**config.mk**
```make
export PLATFORM = sky130hd
export DESIGN_NAME = shift_reg_deser
export DESIGN_NICKNAME = d
export VERILOG_FILES = /design/src/rtl/shift_reg_deser.sv
export SDC_FILE = /design/constraint.sdc
export NUM_CORES = 1
export LEC_CHECK = 0
export BUFFER_PORTS_ARGS = -buffer_cell sky130_fd_sc_hd__buf_2
export CELL_PAD_IN_SITES_DETAIL_PLACEMENT = 0
export CELL_PAD_IN_SITES_GLOBAL_PLACEMENT = 1
export CORE_UTILIZATION = 38
export DETAILED_ROUTE_END_ITERATION = 8
export GPL_TIMING_DRIVEN = 0
export MAX_ROUTING_LAYER = met4
export PLACE_DENSITY = 0.71
export SLEW_MARGIN = 40
export SYNTH_ARGS = -nofsm -noshare
export SYNTH_HDL_FRONTEND = slang
export SYNTH_SLANG_ARGS = --single-unit
```
**constraint.sdc**
```tcl
create_clock -name clk -period 1.4 [get_ports clk]
set_input_delay 0 -clock clk [delete_from_list [all_inputs] [get_ports clk]]
set_output_delay 0 -clock clk [all_outputs]
set_load 0.02 [all_outputs]
```
**src/rtl/shift_reg_deser.sv**
```systemverilog
// shift_reg_deser: serial-to-parallel collector with a one-word valid/ready
// output buffer.
//
// Bits are accepted on bit_valid and shifted into a WIDTH-bit collector. The
// insertion side is chosen by the direction input on the first bit of each
// word and then held for the rest of that word:
//   direction=1 : insert at LSB (shift left), stream is MSB-first
//   direction=0 : insert at MSB (shift right), stream is LSB-first
//
// Optional build macro PARITY_CHECK_EN: each word is followed by one extra
// even-parity bit. The word is delivered on the parity-bit edge, and the
// parity_err output reports (^word ^ parity_bit).
//
// dbg_state exposes the collector FSM state for checkers.

module shift_reg_deser #(
  parameter int WIDTH = 6,
  localparam int CW = $clog2(WIDTH + 1)
) (
  input  logic             clk,
  input  logic             rst_n,
  input  logic             clear,
  input  logic             bit_valid,
  input  logic             serial_in,
  input  logic             direction,
  output logic [WIDTH-1:0] word_out,
  output logic             word_valid,
  input  logic             word_ready,
  output logic [CW-1:0]    bit_cnt,
  output logic             overrun,
`ifdef PARITY_CHECK_EN
  output logic             parity_err,
`endif
  output logic [1:0]       dbg_state
);

  // Output handshake: word_out/word_valid form a valid/ready source. A word
  // is transferred on a rising edge where word_valid=1 and word_ready=1.
  // word_valid never drops without such a transfer (or clear/reset), and
  // word_out is stable while word_valid=1 and word_ready=0. word_ready is
  // ignored while word_valid=0.

  typedef enum logic [1:0] {
    S_IDLE    = 2'd0,
    S_COLLECT = 2'd1,
    S_PARITY  = 2'd2
  } state_t;

  state_t           state_q, state_d;
  logic [WIDTH-1:0] shreg_q, shreg_d;
  logic [CW-1:0]    cnt_q,   cnt_d;
  logic             dir_q,   dir_d;

  logic [WIDTH-1:0] word_q,  word_d;
  logic             valid_q, valid_d;
  logic             ovr_q,   ovr_d;

  // Completion strobe and the word it carries (Mealy outputs of the collector).
  logic             done;
  logic [WIDTH-1:0] done_word;
  logic [WIDTH-1:0] shifted;

`ifdef PARITY_CHECK_EN
  logic             perr_q, perr_d;
  logic             done_perr;
`endif

  localparam logic [CW-1:0] LAST_CNT = CW'(WIDTH - 1);

  // Insert one bit at the LSB (left) or MSB (right) end of the collector.
  function automatic logic [WIDTH-1:0] shift_in(
    input logic [WIDTH-1:0] cur,
    input logic             b,
    input logic             left
  );
    if (left) begin
      return {cur[WIDTH-2:0], b};
    end else begin
      return {b, cur[WIDTH-1:1]};
    end
  endfunction

  // Collector state register: FSM state, shift register, count, latched direction.
  always_ff @(posedge clk or negedge rst_n) begin
    if (!rst_n) begin
      state_q <= S_IDLE;
      shreg_q <= '0;
      cnt_q   <= '0;
      dir_q   <= 1'b0;
    end else begin
      state_q <= state_d;
      shreg_q <= shreg_d;
      cnt_q   <= cnt_d;
      dir_q   <= dir_d;
    end
  end

  // Collector next-state logic: shifting, counting and word boundaries.
  always_comb begin
    state_d = state_q;
    shreg_d = shreg_q;
    cnt_d   = cnt_q;
    dir_d   = dir_q;
    if (clear) begin
      state_d = S_IDLE;
      shreg_d = '0;
      cnt_d   = '0;
    end else if (bit_valid) begin
      case (state_q)
        S_IDLE: begin
          // First bit of a word: the direction is sampled here only.
          dir_d   = direction;
          shreg_d = shift_in(shreg_q, serial_in, direction);
          cnt_d   = CW'(1);
          state_d = S_COLLECT;
        end
        S_COLLECT: begin
          shreg_d = shift_in(shreg_q, serial_in, dir_q);
          if (cnt_q == LAST_CNT) begin
            cnt_d   = '0;
`ifdef PARITY_CHECK_EN
            state_d = S_PARITY;
`else
            state_d = S_IDLE;
`endif
          end else begin
            cnt_d = cnt_q + CW'(1);
          end
        end
`ifdef PARITY_CHECK_EN
        S_PARITY: begin
          // The parity bit is consumed but never shifted into the word.
          state_d = S_IDLE;
        end
`endif
        default: begin
          state_d = S_IDLE;
          cnt_d   = '0;
        end
      endcase
    end
  end

  // Collector outputs: completion strobe, completed word and debug state.
  always_comb begin
    shifted   = shift_in(shreg_q, serial_in, dir_q);
    done      = 1'b0;
    done_word = shifted;
`ifdef PARITY_CHECK_EN
    done_perr = ^shreg_q ^ serial_in;
    if (!clear && bit_valid && state_q == S_PARITY) begin
      done      = 1'b1;
      done_word = shreg_q;
    end
`else
    if (!clear && bit_valid && state_q == S_COLLECT && cnt_q == LAST_CNT) begin
      done = 1'b1;
    end
`endif
    dbg_state = state_q;
  end

  // Output buffer next-state: load, hand off, drop-with-overrun, flush.
  always_comb begin
    word_d  = word_q;
    valid_d = valid_q;
    ovr_d   = ovr_q;
`ifdef PARITY_CHECK_EN
    perr_d  = perr_q;
`endif
    if (clear) begin
      // word_out deliberately keeps its last value across a flush.
      valid_d = 1'b0;
      ovr_d   = 1'b0;
`ifdef PARITY_CHECK_EN
      perr_d  = 1'b0;
`endif
    end else if (done) begin
      if (!valid_q || word_ready) begin
        // Empty, or the pending word leaves on this same edge: no bubble.
        word_d  = done_word;
        valid_d = 1'b1;
`ifdef PARITY_CHECK_EN
        perr_d  = done_perr;
`endif
      end else begin
        // Buffer full and not draining: the new word is lost.
        ovr_d = 1'b1;
      end
    end else if (valid_q && word_ready) begin
      valid_d = 1'b0;
`ifdef PARITY_CHECK_EN
      perr_d  = 1'b0;
`endif
    end
  end

  // Output buffer registers.
  always_ff @(posedge clk or negedge rst_n) begin
    if (!rst_n) begin
      word_q  <= '0;
      valid_q <= 1'b0;
      ovr_q   <= 1'b0;
`ifdef PARITY_CHECK_EN
      perr_q  <= 1'b0;
`endif
    end else begin
      word_q  <= word_d;
      valid_q <= valid_d;
      ovr_q   <= ovr_d;
`ifdef PARITY_CHECK_EN
      perr_q  <= perr_d;
`endif
    end
  end

  assign word_out   = word_q;
  assign word_valid = valid_q;
  assign overrun    = ovr_q;
  assign bit_cnt    = cnt_q;
`ifdef PARITY_CHECK_EN
  assign parity_err = perr_q;
`endif

endmodule
```
* Yosys cells after proc, flatten, opt, wreduce, memory -nomap -nowiden
Index checks and enable logic that the tools add are counted.
** Word-level totals
- Register bits :: 20
- Latch bits :: 0
- RAM bits :: 0
- Bits in read-only memories :: 0
- Word-level logic and storage cells :: 53
- Memories kept :: 0
** Operators by class
- Add/subtract/negate cells :: 1
- $mul :: 0
- Div/mod/pow operators :: 0
- Magnitude comparators :: 0
- Eq/ne operators :: 5
- Shifts and indexed selects :: 0
- Multiplexer cells :: 21
- Bitwise gates (word level) :: 1
- Reduce and logical (&&, ||, !) cells :: 18
** Operator list (number)
- $mux 6 :: 4
- $pmux 6 s2 :: 1
- $mux 3 :: 3
- $mux 1 :: 8
- $reduce_and 2->1 :: 4
- $mux 2 :: 3
- $ne 3x2->1 const B :: 2
- $pmux 3 s2 :: 1
- $reduce_and 3->1 :: 2
- $reduce_bool 3->1 :: 2
- $logic_and 1x1->1 :: 4
- $pmux 2 s2 :: 1
- $reduce_bool 2->1 :: 2
- $add 3x1->3 const B :: 1
- $eq 3x3->1 const B :: 1
- $eq 2x1->1 const B :: 1
- $logic_not 1->1 :: 2
- $logic_not 2->1 :: 1
- $ne 2x2->1 const B :: 1
- $logic_or 1x1->1 :: 1
- $not 1->1 :: 1

* Logic depth before layout (Yosys ltp)
- Depth after elaboration :: 7
- Depth in mapped cells :: 4

* Least setup slack after synthesis
OpenSTA, ideal clock, no wires.
- Kind :: register to register
- Start :: reg cnt_q[1], in the netlist bit_cnt[1]
- End :: reg word_q[0], in the netlist word_out[0]
- Library setup time :: 125 ps
- Arrival :: 1392 ps
- Data required time :: 1275 ps
- Slack :: -117 ps
- Cell stages (with the launch flop) :: 5
- Path buffers :: 1
- Clock period less this slack :: 1517 ps
- Cell sequence :: dfrtp_1 > and4b_1 > and4b_1 > buf_6 > mux2_4
** On the way
- Cells in the longest elaborated chain, start to end :: 4
** Ends and longest elaborated chain
- from (decl) :: RTL line 51 : logic [CW-1:0] cnt_q, cnt_d;
- from (signal assigned) :: RTL line 93 : cnt_q <= cnt_d;
- $eq 3x3->1 :: RTL line 156 : if (!clear && bit_valid && state_q == S_COLLECT && cnt_q == LAST_CNT) begin
- $logic_and 1x1->1 :: RTL line 156
- $mux 1 :: RTL line 156
- $reduce_and 3->1 (no source line)
- to (signal assigned) :: RTL line 208 : word_q <= word_d;
- to (decl) :: RTL line 54 : logic [WIDTH-1:0] word_q, word_d;
Every way passes these cells.
A chain may end at the register's enable or synchronous reset.

* Worst setup path after layout
- Start :: reg cnt_q[1], in the netlist bit_cnt[1]
- End :: reg word_q[3], in the netlist word_out[3]
Same word-level chain as after synthesis.

==> results.md <==
- Final Max Tran Viols: 0
- Worst path cell trace: and4b_1 -> and4b_1 -> buf_6 -> mux2_4
- Sw Ratio: 27.6%
- Final period util: 102%
- Yosys reg bits: 19
- Most common flop cell mapped by yosys: dfrtp_1
- Drt drc: 0
- DP Wirelength: 1.35 mm
- Synth top area share: 48.0%
- CTS Buffer Depth: 2
- Synth top cells by count: dfrtp_1, nor2_1, a211oi_1, mux2_2
- DR vias: 733
- Crit path max fanout: 6
- Drt first pass iters: 3
- Max Cap Viol: 0
- Fraction of layout instances using a drive strength above 1: 44.5%
- Delay-heaviest family, CP: simple AND/OR/NAND/NOR gates
- I/O pin count: 20
- Reg2reg setup slack: -0.03 ns
- CP Depth: 4
- GRT Total Usage: 16.6%
- CP most frequent cell: and4b_1
- Ys Warns: 0
- TNS Setup: -0.116 ns
- Synth-to-layout area growth: 23.3%
- Core area: 2480 um^2
- Clk sink count: 19
- Cell taking the most area after synthesis: dfrtp_1
- DRT Wirelength: 1.96 mm
- Avg Vias per Cell: 5.24
- Mapped Cells: 81
- Arrival @ worst endpoint: 1.62 ns
- DR WL/cell: 14.0 um
- Antenna-violating nets left: 0
- Grt ovf: 0
- Synth top area cells: dfrtp_1, mux2_4, mux2_2, mux2i_1, a211oi_1
- Skew final: 0.00412 ns
- First-pass GRT wire length: 3.13 mm
- Avg Inst Size Synth: 12.2 um^2
- Power Density: 889 nW/um^2
- Crit path time final: 1.43 ns
- Initial core utilization: 39.9%
- Final hold vios: 0
- Mapped Area: 990 um^2
- H-tree depth: 1
- Status: complete, but fails checks
- Clk_lat worst skew: 0.30 ns
- Most common cell in the synthesized netlist: dfrtp_1
- Fin cells: 140
- WP buf/inv: 1
- Int Power: 0.000785 W
- Iter 0 DRT Violations: 9
- CP Launch Type: flop
- Failing checks: negative setup slack
- Hold crit path type: in -> reg
- Vias in the first global route: 673
- Number of synthesized flops with an enable pin: 0
- Die area: 2810 um^2
- Cell variety after synth: 25
- Reg clk slew, reported paths: 0.11 ns
- Seq/Total Area, Yosys: 48.0%
- Worst setup slack after layout: -0.0254 ns
- Largest net degree at the start of global routing: 20
- Gpl congestion: 0.755
- RSZ-0062 raised after global routing: true
- Mapped Nets: 88
- P_sw: 0.000299 W
- Combinational power share: 19.5%
- Critical Path Slowest Stage Cell: dfrtp_2
- Fmax: 702 MHz
- Worst Reg2Reg Path Length in Cells: 4
- Antenna violations before repair: 0
- Crit Path Category: reg -> reg
- Maximum VDD drop: 0.472 mV
- Final setup viols: 6
- Die X: 53.0 um
- Hold Crit Depth: 3
- Antenna fix cells: 0
- Standard-cell rows: 18
- Placed cell count: 129
- Port buffer count: 18
- CTS tree: built
- Max stage delay on crit path: 0.41 ns
- Final Power: 0.00108 W
- Clock power frac: 25.9%
- Pleak: 0.597 nW
- Die height: 53.0 um
- # nets final: 118
- Worst path required time: 1.60 ns
- TritonCTS Buffers: 3
- CTS Root Cell: clkbuf_4
- CP endpoint kind: flop
- Fraction of registers with async set or reset after synthesis: 100%
- Reg power frac: 54.6%
==> metrics by stage <==
step / util, % / instance area (um^2) / setup slack [ns] / hold WS, ns
2_1_floorplan: - / 992 / -0.0830 / -0.296
3_5_place_dp: 45.2 / 1120 / -0.103 / -0.0284
6_report: 49.2 / 1220 / -0.0254 / 0.0310
5_1_grt: 49.2 / 1220 / -0.0800 / 0.0246
3_3_place_gp: 45.2 / 1120 / -0.0957 / -0.0309
4_1_cts: 48.1 / 1190 / -0.0333 / 0.0198
==> worst reg2reg max path: cells and delay by family (launching register included) <==
| kind | cells | cell delay (ns) |
|---|---|---|
| mux | 1 | 0.31 |
| simple gates | 2 | 0.47 |
| buf+inv | 1 | 0.15 |
| flops | 1 | 0.41 |
==> placed cells by master, fill, tap and decap left out, types with 2 or more instances in the layout <==
cell and count:
mux2_2 7, buf_6 2, mux2_4 6, buf_2 19, dlygate4sd3_1 3, clkbuf_4 3, a211oi_2 2, nand3b_1 2
a211oi_1 5, nor2_1 8, o21ai_0 2, buf_4 6, mux2i_1 6, a31oi_1 2, nand2b_1 3, and4b_1 3
dfrtp_1 17, dfrtp_2 2
==> sequential cells by signal, indices dropped and copies added (netlist names) <==
name,count
word_out,6
word_valid,1
bit_cnt,3
overrun,1
dir_q,1
shreg_q,6
dbg_state,1
==> layout make-up <==
class,count,area [um^2]
Buffer,7,50.0
Clock buffer,3,22.5
Clock inverter,1,5.00
Fill cell,233,1260
Inverter,1,3.75
Multi-Input combinational cell,54,473
Sequential cell,19,478
Tap cell,30,37.5
Timing Repair Buffer,25,150
==> timing repair <==
action,CTS,global route
resized for setup,0,4
buffers inserted,2,2
pin swaps,1,5
hold endpoints to repair,22,0
hold buffers,3,0
setup endpoints to repair,7,12
==> final timing paths <==
kind | startpoint | endpoint
setup / recovery | bit_cnt[1] | word_out[3]
hold / removal | word_ready | word_valid
setup reg to reg | bit_cnt[1] | word_out[3]
hold reg to reg | word_out[0] | word_out[0]
max in group asynchronous | rst_n | bit_cnt[1]
min in group asynchronous | rst_n | shreg_q[5]
==> kinds of logic (layout without fill, tap and decap cells) <==
kind of cell	count (synthesis)	count (layout)	synth area share [%]
buf+inv	8	37	5.18
flops	19	19	48.0
simple gates	19	19	11.5
other cells	1	1	0.379
mux	20	20	25.4
compound gates	14	14	9.48
==> power by group through the flow <==
stage	Clock, W	Combinational, W	Sequential (W)
after floorplan	0	0.000135	0.000605
after global placement	0	0.000189	0.000603
after detailed placement	0	0.000191	0.000604
after CTS	0.000300	0.000200	0.000592
after global routing	0.000325	0.000232	0.000597
final	0.000281	0.000212	0.000592
==> per-layer routing <==
layer	vias up	routed length, um	track usage (%)
li1	353	-	-
met1	368	946	20.9
met2	10	943	24.9
met3	2	54	4.31
met4	0	15	7.89
met5	-	0	-
(Power assumes the default switching activity.)
